--- config.mk ---
export PLATFORM = sky130hd
export DESIGN_NAME = fetch_flat
export DESIGN_NICKNAME = d
export VERILOG_FILES = /design/src/rtl/fetch_if.sv /design/src/rtl/fetch.sv /design/src/flat_wrapper.sv
export SDC_FILE = /design/constraint.sdc
export NUM_CORES = 1
export LEC_CHECK = 0
export CAP_MARGIN = 20
export CELL_PAD_IN_SITES_DETAIL_PLACEMENT = 1
export CELL_PAD_IN_SITES_GLOBAL_PLACEMENT = 2
export CORE_ASPECT_RATIO = 1.5
export CORE_MARGIN = 3
export CORE_UTILIZATION = 41
export DETAILED_ROUTE_END_ITERATION = 6
export PLACE_DENSITY_LB_ADDON = 0.1
export REMOVE_ABC_BUFFERS = 1
export SLEW_MARGIN = 20
export SYNTH_ARGS = -nofsm -noshare
export SYNTH_HDL_FRONTEND = slang
export SYNTH_SLANG_ARGS = --single-unit
--- constraint.sdc ---
create_clock -name i_clk -period 5.1 [get_ports i_clk]
set_clock_uncertainty 0.05 [all_clocks]
set_input_delay 0.51 -clock i_clk [delete_from_list [all_inputs] [get_ports i_clk]]
set_output_delay 0.51 -clock i_clk [all_outputs]
set_load 0.1 [all_outputs]
--- src/rtl/fetch_if.sv ---
// Fetch bus: program load, run control and decode handshake between the fetch unit and its neighbours.
interface fetch_if #(parameter int AW = 4);
  logic          i_prog_we;
  logic [AW-1:0] i_prog_addr;
  logic [1:0]    i_prog_data;
  logic [AW:0]   i_prog_len;
  logic          i_run;
  logic          i_halt;
  logic          i_pcincr;
  logic [1:0]    o_instr;
  logic          o_start;
  logic [AW-1:0] o_pc;
  logic          o_busy;
  logic          o_done;
  logic          o_err;

  modport slave (
    input  i_prog_we, i_prog_addr, i_prog_data, i_prog_len, i_run, i_halt, i_pcincr,
    output o_instr, o_start, o_pc, o_busy, o_done, o_err
  );

  modport master (
    output i_prog_we, i_prog_addr, i_prog_data, i_prog_len, i_run, i_halt, i_pcincr,
    input  o_instr, o_start, o_pc, o_busy, o_done, o_err
  );
endinterface

--- src/rtl/fetch.sv ---
// Instruction fetch sequencer: presents program-buffer entries to decode one at a time.
// Optional execution watchdog enabled by defining FETCH_WDOG_EN.
module fetch #(
  parameter int DEPTH    = 16,
  parameter int AW       = 4,
  parameter int WDOG_LIM = 15
) (
  input  logic   i_clk,
  input  logic   i_rst_n,
  fetch_if.slave bus
);

  typedef enum logic [1:0] {S_IDLE, S_ISSUE, S_EXEC, S_DONE} state_t;

  localparam logic [AW-1:0] PC_ONE = {{(AW-1){1'b0}}, 1'b1};

  state_t        r_state;
  logic [AW-1:0] r_pc;
  logic [1:0]    r_instr;
  logic          r_start;
  logic          r_busy;
  logic          r_done;
  logic          r_err;
  logic [1:0]    r_mem [DEPTH];

  logic [AW-1:0] w_pc_nxt;
  logic          w_last;
  logic          w_prog_ok;

  if (DEPTH != (1 << AW) || DEPTH < 2 || WDOG_LIM < 1) begin : g_param_check
    $error("fetch: inconsistent DEPTH/AW/WDOG_LIM");
  end

`ifdef FETCH_WDOG_EN
  localparam int WW = $clog2(WDOG_LIM + 1);
  localparam logic [WW-1:0] WDOG_TRIP = WW'(WDOG_LIM - 1);
  logic [WW-1:0] r_wdog;
`endif

  // Compare in AW+1 bits so a full-depth program terminates after address DEPTH-1.
  assign w_pc_nxt  = r_pc + PC_ONE;
  assign w_last    = ({1'b0, r_pc} + {{AW{1'b0}}, 1'b1}) == bus.i_prog_len;
  assign w_prog_ok = (r_state == S_IDLE) || (r_state == S_DONE);

  // Buffer is deliberately outside the reset domain so a program survives reset.
  always_ff @(posedge i_clk) begin
    if (w_prog_ok && bus.i_prog_we)
      r_mem[bus.i_prog_addr] <= bus.i_prog_data;
  end

  always_ff @(posedge i_clk or negedge i_rst_n) begin
    if (!i_rst_n) begin
      r_state <= S_IDLE;
      r_pc    <= '0;
      r_instr <= 2'b00;
      r_start <= 1'b0;
      r_busy  <= 1'b0;
      r_done  <= 1'b0;
      r_err   <= 1'b0;
`ifdef FETCH_WDOG_EN
      r_wdog  <= '0;
`endif
    end else begin
      case (r_state)
        S_IDLE: begin
          if (bus.i_run) begin
            if (bus.i_prog_len != '0) begin
              r_state <= S_ISSUE;
              r_pc    <= '0;
              r_instr <= r_mem[0];
              r_start <= 1'b1;
              r_busy  <= 1'b1;
`ifdef FETCH_WDOG_EN
              r_wdog  <= '0;
`endif
            end else begin
              r_state <= S_DONE;
              r_done  <= 1'b1;
            end
          end
        end

        S_ISSUE, S_EXEC: begin
          r_start <= 1'b0;
          if (bus.i_pcincr) begin
            // Completion wins over halt on the last instruction.
            if (w_last) begin
              r_state <= S_DONE;
              r_busy  <= 1'b0;
              r_done  <= 1'b1;
              r_instr <= 2'b00;
            end else if (bus.i_halt) begin
              r_state <= S_IDLE;
              r_busy  <= 1'b0;
              r_instr <= 2'b00;
            end else begin
              r_state <= S_ISSUE;
              r_pc    <= w_pc_nxt;
              r_instr <= r_mem[w_pc_nxt];
              r_start <= 1'b1;
`ifdef FETCH_WDOG_EN
              r_wdog  <= '0;
`endif
            end
          end else if (r_state == S_ISSUE) begin
            r_state <= S_EXEC;
`ifdef FETCH_WDOG_EN
          end else if (r_wdog == WDOG_TRIP) begin
            r_state <= S_IDLE;
            r_err   <= 1'b1;
            r_busy  <= 1'b0;
            r_instr <= 2'b00;
          end else begin
            r_wdog  <= r_wdog + 1'b1;
`endif
          end
        end

        S_DONE: begin
          if (!bus.i_run) begin
            r_state <= S_IDLE;
            r_done  <= 1'b0;
          end
        end

        default: r_state <= S_IDLE;
      endcase
    end
  end

  assign bus.o_instr = r_instr;
  assign bus.o_start = r_start;
  assign bus.o_pc    = r_pc;
  assign bus.o_busy  = r_busy;
  assign bus.o_done  = r_done;
`ifdef FETCH_WDOG_EN
  assign bus.o_err   = r_err;
`else
  assign bus.o_err   = 1'b0;
`endif

endmodule

--- src/flat_wrapper.sv ---
// flat-port wrapper written by rule: the top's interface ports become plain ports
module fetch_flat 
#(
  parameter int DEPTH    = 16,
  parameter int AW       = 4,
  parameter int WDOG_LIM = 15
)
  (i_clk, i_rst_n, bus_i_prog_we, bus_i_prog_addr, bus_i_prog_data, bus_i_prog_len, bus_i_run, bus_i_halt, bus_i_pcincr, bus_o_instr, bus_o_start, bus_o_pc, bus_o_busy, bus_o_done, bus_o_err);
  fetch_if #(.AW(AW)) bus_i ();
  input  logic i_clk;
  input  logic i_rst_n;
  input wire logic [$bits(bus_i.i_prog_we)-1:0] bus_i_prog_we;
  input wire logic [$bits(bus_i.i_prog_addr)-1:0] bus_i_prog_addr;
  input wire logic [$bits(bus_i.i_prog_data)-1:0] bus_i_prog_data;
  input wire logic [$bits(bus_i.i_prog_len)-1:0] bus_i_prog_len;
  input wire logic [$bits(bus_i.i_run)-1:0] bus_i_run;
  input wire logic [$bits(bus_i.i_halt)-1:0] bus_i_halt;
  input wire logic [$bits(bus_i.i_pcincr)-1:0] bus_i_pcincr;
  output wire logic [$bits(bus_i.o_instr)-1:0] bus_o_instr;
  output wire logic [$bits(bus_i.o_start)-1:0] bus_o_start;
  output wire logic [$bits(bus_i.o_pc)-1:0] bus_o_pc;
  output wire logic [$bits(bus_i.o_busy)-1:0] bus_o_busy;
  output wire logic [$bits(bus_i.o_done)-1:0] bus_o_done;
  output wire logic [$bits(bus_i.o_err)-1:0] bus_o_err;
  assign bus_i.i_prog_we = bus_i_prog_we;
  assign bus_i.i_prog_addr = bus_i_prog_addr;
  assign bus_i.i_prog_data = bus_i_prog_data;
  assign bus_i.i_prog_len = bus_i_prog_len;
  assign bus_i.i_run = bus_i_run;
  assign bus_i.i_halt = bus_i_halt;
  assign bus_i.i_pcincr = bus_i_pcincr;
  assign bus_o_instr = bus_i.o_instr;
  assign bus_o_start = bus_i.o_start;
  assign bus_o_pc = bus_i.o_pc;
  assign bus_o_busy = bus_i.o_busy;
  assign bus_o_done = bus_i.o_done;
  assign bus_o_err = bus_i.o_err;
  fetch #(.DEPTH(DEPTH), .AW(AW), .WDOG_LIM(WDOG_LIM)) u_core (.i_clk(i_clk), .i_rst_n(i_rst_n), .bus(bus_i));
endmodule
# Yosys cells after proc, flatten, opt, wreduce, memory -nomap -nowiden

Memory sizes are Yosys's and may differ from the RTL's.
Index checks and enable logic that the tools add are counted.

Input port bits: 17
Memory bits (writable): 32
Register bits: 11
Output and inout bits: 10
Memories kept: 1
Word-level logic and storage cells: 73

Eq/ne operators: 14
Reductions and logical operators: 12
Multiplexer cells: 38
$add $sub $neg: 2

Memory list:

| name         | depth | bits a word | rd ports | clocked after memory_dff | write ports | line        | text |
|---|---|---|---|---|---|---|---|
| u_core.r_mem | 16    | 2           | 2        | 0                        | 1           | fetch.sv:24 | `logic [1:0] r_mem [DEPTH];` |

Operator list:

| cell                                                                  | count |
|---|---|
| 2-bit two-way mux                                                     | 11 |
| 4-bit two-way mux                                                     | 5 |
| 1-bit two-way mux                                                     | 16 |
| 2-bit != test, second input constant                                  | 7 |
| 5-bit AND reduction                                                   | 2 |
| 4-bit case mux with 2 select lines                                    | 1 |
| 3-bit by 2-bit != test with 1-bit output, second input constant       | 2 |
| 2-bit case mux with 3 select lines                                    | 1 |
| 3-bit AND reduction                                                   | 2 |
| 6-bit AND reduction                                                   | 1 |
| 4-bit by 1-bit adder with 5-bit output, second input constant         | 1 |
| 5-bit equality test                                                   | 1 |
| 5-bit nonzero test                                                    | 1 |
| 4-bit by 1-bit adder with 4-bit output, second input constant         | 1 |
| 2-bit equality test, second input constant                            | 2 |
| 1-bit case mux with 2 select lines                                    | 2 |
| 2-bit case mux with 2 select lines                                    | 1 |
| 4-bit AND reduction                                                   | 1 |
| 1-bit case mux with 3 select lines                                    | 1 |
| 2-bit by 1-bit equality test with 1-bit output, second input constant | 1 |
| 2-bit logical NOT                                                     | 1 |
| 2-bit by 1-bit != test with 1-bit output, second input constant       | 1 |
| 2-bit nonzero test                                                    | 1 |
| 2-bit OR reduction                                                    | 1 |
| other kinds (2)                                                       | 2 |

# Logic depth before layout (Yosys ltp)

An unclocked memory read counts as a cell.

Depth after elaboration: 6
Depth in mapped cells: 8
Gate-level depth less buffers: 8

# Least setup slack after synthesis

OpenSTA, ideal clock, no wires.

Path type: reg2reg
Start: register u_core.r_pc[0] (netlist: u_core.bus.o_pc[0])
End: register u_core.r_pc[2] (netlist: u_core.bus.o_pc[2])
Library setup time: 0.131 ns
Required time: 4.919 ns
Path slack: 2.325 ns
Path buffers: 1
Clock period less this slack: 2.775 ns
Arrival time: 2.594 ns
Cell stages (with the launch flop): 9
Cells stage by stage: dfrtp_1 -> ha_1 -> clkbuf_2 -> xor2_1 -> a211oi_2 -> nand2_1 -> o21bai_2 -> nor4_1 -> or3_1

Longest elaborated chain between the ends: 5
Elaborated cells on any way between the ends: 9
Classes of those cells: add/sub (2); eq/ne (2); mux (4); reduce/logical (1)

Ends and longest elaborated chain:

| what                                                                           | line        | text |
|---|---|---|
| from (decl)                                                                    | fetch.sv:18 | `logic [AW-1:0] r_pc;` |
| from (signal assigned)                                                         | fetch.sv:98 | `r_pc <= w_pc_nxt;` |
| branches (longest 5 deep; another with 4-bit by 1-bit adder with 5-bit output) | -           |  |

Parallel ways; which one is timed is not known. The select of a mux whose other input is x is not followed.
A chain may end at the register's enable or synchronous reset.

# Worst setup path after layout

Start: register u_core.r_pc[0] (netlist: u_core.bus.o_pc[0])
End: output port bus_o_pc[0]

RTL lines:

| what      | line               | text |
|---|---|---|
| to (decl) | flat_wrapper.sv:21 | `output wire logic [$bits(bus_i.o_pc)-1:0] bus_o_pc;` |

No word-level cell between the ends.

==> reports/qor.yml <==
setup_path:
  cp.required_ns: 4.54
  r2r-end: "u_core.bus.o_pc[2]$_DFFE_PN0P_"
  cpLargestDelayFamily: "buffers and inverters"
  end_kind: "primary output"
  path_class: "flop to primary output"
  rr_worst_depth: 6
  cp_data_arrival_time_ns: 2.34
  slowest_stage: "clkdlybuf4s50_1"
  crit_path_max_incr_delay_ns: 1.27
  r2r_slack_ns: 2.31
  worst-path-buf-inv: 1
  worstSetupStartpointType: "flop"
  cp_max_fo: 14
  crit_chain: "clkdlybuf4s50_1"
  rr_startpoint: "u_core.bus.o_pc[0]$_DFFE_PN0P_"
sta:
  final-setup-viol-count: 0
  hold_violations: 0
  max-slew-margin-rel_pct: 34.2
  finalCritPeriodShare_pct: 56.8
  setup_ws_ns: 2.20
  final.min_clock_period_ns: 2.90
  slew_violations: 0
  fmax_mhz: 345
  whs_ns: 0.485
  fin_setup_tns_ns: 0
  tightest_slew_ns: 0.984
  rsz0062_at_grt: "no"
route:
  antenna_left: 0
  drtIter0Drc: 72
  vias_per_cell: 5.50
  wl_mm: 4.76
  post-route-drc-count: 0
  drt-wirelength-per-cell_um: 18.2
  routed-via-count: 1441
  drtPass1Iterations: 4
power_and_ir_drop:
  p_seq_share_pct: 29.5
  p_int_uw: 893
  p_switching_uw: 766
  p_leak_nw: 0.914
  clock_power_share_pct: 15.4
  p_sw_share_pct: 46.2
  p_per_area_nw_per_um2: 641
  p_comb_share_pct: 55.1
  max-vdd-ir-drop_uv: 235
finish:
  n_antenna_cell: 0
  multi_input_area_um2: 887
  fillers: 520
  fin_area_um2: 2590
  layout.area.seq_um2: 1240
  fin_util_pct: 51.8
  syn2layout_area_growth_pct: 18.6
  layout-drive-gt1-share_pct: 12.2
  nets: 217
die:
  num_rows: 31
  die_h_um: 95.4
  start_util_pct: 43.6
  core_area_um2: 5000
  io-pin-count: 27
  die-area_um2: 6260
  fp.dieW_um: 65.6
clock_network:
  cts_tree: "built"
  clkLatencyLatePin_ns: 0.29
  cts-root-buf: "clkbuf_8"
  postCtsHoldBufs: 0
  clk_path_buf_depth: 2
  cts_sinks: 43
  cts.clk_slew.worst_paths_ns: 0.08
  numCtsBuffers: 5
  h-tree-depth: 2
  cts_resized: 0
  post_cts.repair.setup_buffers: 0
synthesis:
  ys_top_cells_by_area: "edfxtp_1 44%, dfrtp_1 13%, mux4_2 8.3%"
  synthFlopType: "edfxtp_1"
  synthArstFlopShare_pct: 25.6
  synthesis.area_um2: 2180
  yosysTopAreaCell: "edfxtp_1"
  synth-seq-area-share_pct: 56.6
  synth_top_area_share_pct: 44.0
  ys_seq_elements: 43
  yosys.cell_types.count: 42
  synth-edff-count: 32
  ys_warn_count: 0
  synthCells: 170
  avgSynthCellArea_um2: 12.8
place:
  gp_congestion: 0.765
  dpl.hpwl_mm: 3.66
  dp_slack_ns: 2.31
  placed_cell_area_um2: 2480
  portBuffers: 25
global_route:
  grt_pass1_vias: 1523
  grt_usage_pct: 17.1
  grt_antenna_before_repair: 0
  grt_pass1_wl_mm: 7.81
  gr-total-overflow: 0
  grt_max_degree: 22
run_status:
  outcome: "completed"
min_path:
  min_to: "u_core.bus.o_instr[1]$_DFFE_PN0P_"
  min_from: "u_core.bus.o_instr[1]$_DFFE_PN0P_"
  hold_path_class: "flop to flop"
  holdPathStages: 2
run:
  drv_cap: 0
## sequential cells by signal, indices dropped and copies added (netlist names)
register,flops
u_core.r_mem,32
u_core.bus.o_pc,4
u_core.bus.o_instr,2
u_core.r_state,2
u_core.bus.o_busy,1
u_core.bus.o_done,1
u_core.bus.o_start,1
## worst min-delay path, cell delays in order (launching register included)
cell	delay (ns)
dfrtp_1	0.35
nor2_1	0.05
a21oi_1	0.10
## layout make-up
type / count / area share, %
well taps: 66 / 3.19
repair buffers: 25 / 9.66
inverters: 6 / 1.06
flip-flops and latches: 43 / 47.7
clock buffers: 5 / 2.66
clock inverters: 2 / 1.45
multi-input cells: 115 / 34.3
## worst max path at each step
stage / from / end / slack, ns / depth (start not counted)
2_1_floorplan: u_core.bus.o_pc[0]$_DFFE_PN0P_ / u_core.bus.o_pc[2]$_DFFE_PN0P_ / 2.01 / 7
3_3_place_gp: bus_i_prog_len[0] / u_core.bus.o_pc[2]$_DFFE_PN0P_ / 2.34 / 7
3_5_place_dp: bus_i_prog_len[0] / u_core.bus.o_pc[2]$_DFFE_PN0P_ / 2.31 / 7
4_1_cts: u_core.bus.o_pc[0]$_DFFE_PN0P_ / bus_o_pc[0] / 2.16 / 1
5_1_grt: u_core.bus.o_pc[0]$_DFFE_PN0P_ / bus_o_pc[0] / 2.08 / 1
6_report: u_core.bus.o_pc[0]$_DFFE_PN0P_ / bus_o_pc[0] / 2.20 / 1
## cell usage after synthesis (3+ instances only)
cell type	instances
edfxtp_1	32
nor2_1	19
nand2_1	15
dfrtp_1	11
o21ai_0	11
mux4_2	8
a21oi_1	7
inv_1	5
nand2b_1	5
ha_1	4
mux2i_1	4
nor3_1	4
a31oi_1	3
or3_1	3
## power by group through the flow
stage | clock, mW | sequential (mW) | combinational, mW
2_1_floorplan | 0 | 0.722 | 0.471
3_3_place_gp | 0 | 0.495 | 0.901
3_5_place_dp | 0 | 0.498 | 0.918
4_1_cts | 0.263 | 0.491 | 0.925
5_1_grt | 0.281 | 0.502 | 0.986
6_report | 0.255 | 0.489 | 0.915
## logic make-up (layout without fill, tap and decap cells)
family / Yosys count / count (layout) / synth area share [%]
and+or+nand+nor: 55 / 55 / 12.0
DFF: 43 / 43 / 56.6
AOI/OAI and AO/OA: 36 / 36 / 12.0
muxes: 14 / 14 / 11.1
buffers and inverters: 12 / 38 / 2.75
xor gates and xnor gates: 5 / 5 / 2.98
adders and majority gates: 4 / 4 / 2.29
other: 1 / 1 / 0.172
## layer usage
metal	part of all wire, %	vias up	track usage [%]
li1	-	684	-
met2	57	30	32.0
met4	1.5	0	6.75
met1	38	722	18.7
met5	0	-	0
met3	3.7	5	3.07
## through the flow
| stage | power (mW) | cells |
|---|---|---|
| 5_1_grt | 1.77 | 262 |
| 2_1_floorplan | 1.19 | 164 |
| 4_1_cts | 1.68 | 262 |
| 6_report | 1.66 | 262 |
| 3_5_place_dp | 1.42 | 255 |
| 3_3_place_gp | 1.40 | 255 |
## placed cells by master, fill, tap and decap left out, types with 2 or more instances in the layout
cell,Yosys,layout
clkdlybuf4s50_1,0,25
o31ai_1,2,2
o22a_1,2,2
or3_1,3,3
ha_1,4,4
o221ai_1,2,2
nor3_1,4,4
o21ai_0,11,11
nand2b_1,5,5
a31oi_1,3,3
clkbuf_8,0,5
mux2i_1,4,4
xnor2_1,2,2
dfrtp_1,11,11
inv_1,5,5
nand3_1,2,2
edfxtp_1,32,32
nor2_1,19,19
mux2_2,2,2
a21oi_1,7,7
nand2_1,15,15
o21a_1,2,2
o2111ai_1,2,2
nor2b_1,2,2
mux4_2,8,8
(Power assumes the default switching activity.)
